## src/rtl/trn_cdc_sync.sv

```systemverilog
// trn_cdc_sync: carries the TRN status word into the sys_clk domain through
// a three-stage shift chain plus a coherence filter, and registers the
// flow-control select before it reaches the PCIe core.
module trn_cdc_sync #(
  parameter int STAT_W = 32,
  parameter int SEL_W  = 3,
  parameter logic [STAT_W-1:0] STAT_RST = 'h1
) (
  input  logic              sys_clk,
  input  logic              sys_rst,
  input  logic [SEL_W-1:0]  sys__trn_fc_sel,
  output logic [SEL_W-1:0]  trn__trn_fc_sel,
  input  logic [STAT_W-1:0] trn__stat_trn,
  output logic [STAT_W-1:0] sys__stat_trn
);

  // Power-up values match the reset values, so the link reads "down"
  // before the first reset edge.
  logic [STAT_W-1:0] s1 = STAT_RST;
  logic [STAT_W-1:0] s2 = STAT_RST;
  logic [STAT_W-1:0] s3 = STAT_RST;
  logic [STAT_W-1:0] stat_q = STAT_RST;
  logic [SEL_W-1:0]  sel_q = '0;

  // Shift chain; s1 is the only flop that samples the asynchronous word.
  always_ff @(posedge sys_clk) begin
    if (sys_rst) begin
      s1 <= STAT_RST;
      s2 <= STAT_RST;
      s3 <= STAT_RST;
    end else begin
      s1 <= trn__stat_trn;
      s2 <= s1;
      s3 <= s2;
    end
  end

  // Output only accepts a word seen identically in two consecutive stages,
  // so a word torn across bits by the crossing never appears downstream.
  always_ff @(posedge sys_clk) begin
    if (sys_rst) begin
      stat_q <= STAT_RST;
    end else if (s2 == s3) begin
      stat_q <= s3;
    end
  end

  // Select is already in this domain; a flop keeps the core's input glitch-free.
  always_ff @(posedge sys_clk) begin
    if (sys_rst) begin
      sel_q <= '0;
    end else begin
      sel_q <= sys__trn_fc_sel;
    end
  end

  assign sys__stat_trn   = stat_q;
  assign trn__trn_fc_sel = sel_q;

endmodule

```

## config.mk

```make
export PLATFORM = sky130hd
export DESIGN_NAME = trn_cdc_sync
export DESIGN_NICKNAME = d
export VERILOG_FILES = /design/src/rtl/trn_cdc_sync.sv
export SDC_FILE = /design/constraint.sdc
export NUM_CORES = 1
export LEC_CHECK = 0
export BUFFER_PORTS_ARGS = -buffer_cell sky130_fd_sc_hd__buf_2
export CORE_MARGIN = 2
export CORE_UTILIZATION = 59
export CTS_CLUSTER_SIZE = 25
export DETAILED_ROUTE_END_ITERATION = 10
export PLACE_DENSITY = 0.83
export SLEW_MARGIN = 20
export SYNTH_ARGS = -nofsm -noshare
export SYNTH_HDL_FRONTEND = slang
export SYNTH_SLANG_ARGS = --single-unit
```

## constraint.sdc

```tcl
create_clock -name sys_clk -period 2.85 [get_ports sys_clk]
set_input_delay 0.1425 -clock sys_clk [delete_from_list [all_inputs] [get_ports sys_clk]]
set_output_delay 0.1425 -clock sys_clk [all_outputs]
set_load 0.01 [all_outputs]
```

==> results.json, run 1 <==
{
  "gp_congestion": 0.7683,
  "core_area_sq_mm": 0.007253,
  "hp-class": "in -> reg",
  "viasPerCell": 4.593,
  "io_buffers": 71,
  "ys_seq_elements": 131,
  "place_ws_ns": 0.7608,
  "cp_top_family": "simple AND/OR/NAND/NOR gates",
  "synthAdderAreaFrac_pct": 0,
  "min_period_ns": 2.079,
  "rsz0062_at_grt": "false",
  "clock_sinks": 131,
  "track_usage_pct": 20.84,
  "maxSlewViolCount": 0,
  "die_h_um": 90.56,
  "std_cell_rows": 31,
  "path_max_fanout": 32,
  "cp.buffers_inverters": 0,
  "ir_worst_vdd_mv": 0.4262,
  "setup_violations": 0,
  "grt_max_degree": 115,
  "avgSynthCellArea_sq_um": 11.33,
  "synth_cells": 390,
  "gr-total-overflow": 0,
  "final.period_utilization_pct": 72.94,
  "tightest_slew_ns": 0.9609,
  "drt_pass1_iterations": 6,
  "maxSlewHeadroom_pct": 35.71,
  "tns_ns": 0,
  "avgRoutedWirePerCell_um": 13.17,
  "yosys.area.top_type": "dfxtp_1",
  "diodes": 0,
  "cts_max_path_buffers": 2,
  "leakagePower_uw": 0.002505,
  "area_growth_pct": 30.80,
  "synth-seq-area-share_pct": 59.33,
  "grt_pass1_vias": 2756,
  "criticalPathCategory": "reg -> reg",
  "synthMuxAreaShare_pct": 7.246,
  "synth.net_count": 427,
  "powerDensity_mw_per_mm2": 742.6,
  "synth-xor-area-share_pct": 6.340,
  "drtIter0Drc": 122,
  "synthArstFlopShare_pct": 0,
  "io_pins": 72,
  "wl_um": 7997,
  "yosys_warnings": 0,
  "critPathSlowestCell": "nand2_2",
  "synth-edff-count": 0,
  "num_vias": 2788,
  "synth-main-ff-cell": "dfxtp_1",
  "hold_viol": 0,
  "antenna_found_initial": 0,
  "start_kind": "flip-flop",
  "synth_commonest_cells": "dfxtp_1 (131), nor2b_1 (96), nand2b_1 (62)",
  "drv_cap": 0,
  "worstPathArrival_ns": 2.50,
  "hpwlAfterDp_um": 4727,
  "yosys-top-cells-area": "dfxtp_1 (59%), nor2b_1 (14%), nand2b_1 (8.8%)",
  "drtAntennaViolNets": 0,
  "synth_area_sq_mm": 0.004420,
  "ys_types": 12,
  "setup_slack_ns": 0.7712,
  "yosysMostFrequentCell": "dfxtp_1",
  "cts_tree": "built",
  "grt_pass1_wl_um": 13090,
  "cts_buffers": 17,
  "final_nets": 532,
  "synth_compound_area_share_pct": 0,
  "synth_top_area_share_pct": 59.33,
  "end_kind": "flip-flop",
  "status": "complete, no violations",
  "synth_top_family_by_area": "simple AND/OR/NAND/NOR gates",
  "path_clk_slew_ns": 0.06,
  "drc": 0,
  "cts_resized": 0,
  "h-tree-depth": 4,
  "clk_latency_ns": 0.51,
  "hold_ws_ns": 0.2546,
  "cts_root_buffer": "clkbuf_8",
  "fin_skew_ns": 0.007453,
  "worstPathCellList": "xnor2_1 > nand4_1 > nor4_2 > nand2_2 > mux2i_1",
  "slowest_delay_ns": 0.60,
  "drive_gt1_share_pct": 21.46,
  "synth-simple-area-share_pct": 24.79,
  "cts_setup_buffers": 0,
  "initial_core_util_pct": 60.95,
  "required_ns": 3.27,
  "dieArea_sq_mm": 0.008201,
  "max_freq_mhz": 481.1,
  "die_width_um": 90.56
}
[cell families (layout without fill, tap and decap cells)]
group | count (synthesis) | after routing
xor gates and xnor gates | 32 | 32
and+or+nand+nor | 174 | 174
DFF | 131 | 131
buffers and inverters | 21 | 139
muxes | 32 | 32
[power breakdown]
part / internal, uW / switching [uW] / leakage [uW] / total (uW)
Combinational: 123 / 76.7 / 0.00115 / 200
Sequential: 1890 / 29.8 / 0.00107 / 1920
Clock: 1400 / 769 / 0.000287 / 2170
Total: 3420 / 876 / 0.00251 / 4290
[worst register-to-register path: cells and delay by family (launching register included)]
kind | cells | cell delay, ns
mux | 1 | 0.38
xor+xnor | 1 | 0.19
flops | 1 | 0.33
simple gates | 3 | 1.09
[per-layer routing]
| layer | part of all wire (%) | GRT usage (%) | wire [um] | up-vias |
|---|---|---|---|---|
| met5 | 0 | 0 | 0 | - |
| li1 | - | - | - | 1435 |
| met2 | 50 | 34.39 | 3981 | 66 |
| met3 | 3.1 | 6.928 | 251 | 8 |
| met1 | 46 | 25.54 | 3689 | 1279 |
| met4 | 0.91 | 7.308 | 73 | 0 |
[cell usage in the layout (no fill, tap or decap), drive strengths merged, types with 3 or more instances in the layout]
cell / n
buf: 72
bufinv: 3
clkbuf: 21
clkinv: 3
clkinvlp: 4
dfxtp: 131
dlygate4sd3: 35
mux2i: 32
nand2b: 62
nand4: 8
nor2b: 96
or2: 3
xnor2: 32
[area by class of cell]
class / instances / area, sq um
Clock buffer: 21 / 459.2
Tap cell: 99 / 123.9
Timing Repair Buffer: 107 / 728.2
Multi-Input combinational cell: 238 / 1697
Fill cell: 429 / 1471
Clock inverter: 11 / 151.4
Sequential cell: 131 / 2623
[flip-flops by register name, indices dropped and copies added (netlist names)]
name,flops
s1,32
s2,32
s3,32
sys__stat_trn,32
trn__trn_fc_sel,3
[what timing repair did]
item / in CTS / in global routing
setup endpoints to repair: 0 / 0
hold buffers: 35 / 0
endpoints found under the hold margin: 35 / 0
[stage by stage]
stage                     cells  power (uW)  cell area, sq um  utilization (%)
after floorplan             390        2066              4420                -
after global placement      540        2113              4821            66.47
after detailed placement    540        2119              4821            66.47
after CTS                   607        4316              5782            79.71
after global routing        607        4436              5782            79.71
final                       607        4293              5782            79.71
[final timing paths]
path,from,to,slack [ns],cells past startpoint
max,s3[25]$_SDFF_PP0_,sys__stat_trn[1]$_SDFFE_PP0N_,0.77,5
max reg2reg,s3[25]$_SDFF_PP0_,sys__stat_trn[1]$_SDFFE_PP0N_,0.77,5
min,sys_rst,trn__trn_fc_sel[1]$_SDFF_PP0_,0.25,2
min reg2reg,s1[0]$_SDFF_PP1_,s2[0]$_SDFF_PP1_,0.41,1
Note: power is estimated with default switching activity, not from simulation.
==> run 2: changes to the inputs <==
- CORE_UTILIZATION: 59 -> 55
- PLACE_DENSITY: 0.83 -> 0.78
- clock period: 2.85 -> 2 ns (I/O delays scaled with it)
==> results.json, run 2 (synthesized netlist as in run 1, its figures left out) <==
{
  "fin_skew_ns": 0.004281,
  "setup_slack_ns": 0.2929,
  "maxSlewViolCount": 0,
  "clock_sinks": 131,
  "max_freq_mhz": 585.8,
  "required_ns": 2.37,
  "cts_resized": 0,
  "core_area_sq_mm": 0.007767,
  "cts_buffers": 17,
  "cts_tree": "built",
  "path_clk_slew_ns": 0.06,
  "path_max_fanout": 32,
  "worstPathArrival_ns": 2.08,
  "drv_cap": 0,
  "layout_common_cells": "dfxtp_1 (131), nor2b_1 (96), buf_2 (70)",
  "place_area_sq_mm": 0.004835,
  "powerDensity_mw_per_mm2": 1038,
  "gp_congestion": 0.7480,
  "multi_input_comb_area_sq_mm": 0.001697,
  "final_common_cell": "dfxtp_1",
  "num_vias": 2771,
  "power_frac_clock_pct": 49.6,
  "hold_viol": 0,
  "ctsHoldBuffers": 35,
  "grt_max_degree": 109,
  "antenna_found_initial": 0,
  "hold_ws_ns": 0.1919,
  "track_usage_pct": 18.77,
  "ir_worst_vdd_mv": 0.5944,
  "avgRoutedWirePerCell_um": 12.68,
  "gr-total-overflow": 0,
  "initial_core_util_pct": 56.91,
  "status": "complete, no violations",
  "fill_cells": 534,
  "area_growth_pct": 30.54,
  "cts_max_path_buffers": 2,
  "cts_root_buffer": "clkbuf_8",
  "drt_pass1_iterations": 4,
  "maxSlewHeadroom_pct": 43.47,
  "tns_ns": 0,
  "diodes": 0,
  "drtAntennaViolNets": 0,
  "io_buffers": 71,
  "grt_pass1_vias": 2691,
  "grt_pass1_wl_um": 12500,
  "h-tree-depth": 4,
  "std_cell_rows": 32,
  "die_width_um": 93.65,
  "clk_latency_ns": 0.51,
  "final_nets": 535,
  "cts_setup_buffers": 0,
  "rsz0062_at_grt": "false",
  "start_kind": "flip-flop",
  "hp-class": "in -> reg",
  "drive_gt1_share_pct": 22.11,
  "wl_um": 7770,
  "combPwrFrac_pct": 4.8,
  "criticalPathCategory": "reg -> reg",
  "final.period_utilization_pct": 85.36,
  "drc": 0,
  "die_h_um": 93.65,
  "switching_share_pct": 21.99,
  "hpwlAfterDp_um": 4832,
  "viasPerCell": 4.520,
  "regArea_sq_mm": 0.002623,
  "switchingPower_uw": 1317,
  "io_pins": 72,
  "leakagePower_uw": 0.002514,
  "end_kind": "flip-flop",
  "rrSetupSlack_ns": 0.29,
  "drtIter0Drc": 110,
  "fin_area_sq_mm": 0.005771,
  "place_ws_ns": 0.3097,
  "tightest_slew_ns": 0.8479,
  "setup_violations": 0,
  "min_period_ns": 1.707,
  "dieArea_sq_mm": 0.008770,
  "power_frac_seq_pct": 45.6,
  "p_int_uw": 4672
}
[run 2: changes by cell type in the layout (fill, tap and decap cells not counted)]
cell and change:
clkinv_4 +3, clkbuf_8 -3, bufinv_16 -1, clkinvlp_4 -3, clkbuf_1 -1, inv_8 +1, buf_12 -1, buf_4 +4
inv_6 +4
[run 2: area by class of cell]
cell class,count,area share (%)
clock inverters,15,2.971
flip-flops and latches,131,45.45
multi-input cells,238,29.40
clock buffers,17,7.177
well taps,102,2.212
repair buffers,110,12.79
[run 2: power by group through the flow]
stage,sequential (uW),clock (uW),combinational (uW)
floorplan,2780,0,168
global placement,2780,0,227
detailed placement,2790,0,232
CTS,2730,3010,285
global route,2740,3140,315
finish,2730,2970,285
[run 2: path summary, 6_finish.rpt]
kind	from	to	cells past startpoint
setup / recovery	s3[18]$_SDFF_PP0_	sys__stat_trn[9]$_SDFFE_PP0N_	6
hold / removal	sys_rst	s3[29]$_SDFF_PP0_	2
setup reg to reg	s3[18]$_SDFF_PP0_	sys__stat_trn[9]$_SDFFE_PP0N_	6
hold reg to reg	s1[0]$_SDFF_PP1_	s2[0]$_SDFF_PP1_	1
[run 2: per-stage QoR]
step                std cells  util (%)  power (uW)
floorplan                 390         -        2945
global placement          546     62.24        3012
detailed placement        546     62.24        3020
CTS                       613     74.29        6028
global route              613     74.29        6190
finish                    613     74.29        5990
[run 2: worst max-delay path, stage by stage, from the launching register on]
cell,delay [ns]
dfxtp_1,0.33
xnor2_1,0.19
nand4_1,0.16
nor4_2,0.33
nand2_2,0.07
buf_4,0.30
mux2i_1,0.18
[run 2: layer usage]
metal,track usage (%),up-vias,part of all wire [%]
met5,0,-,0
met3,5.939,8,4.6
li1,-,1438,-
met1,23.77,1254,48
met4,7.246,0,1.4
met2,30.04,71,46
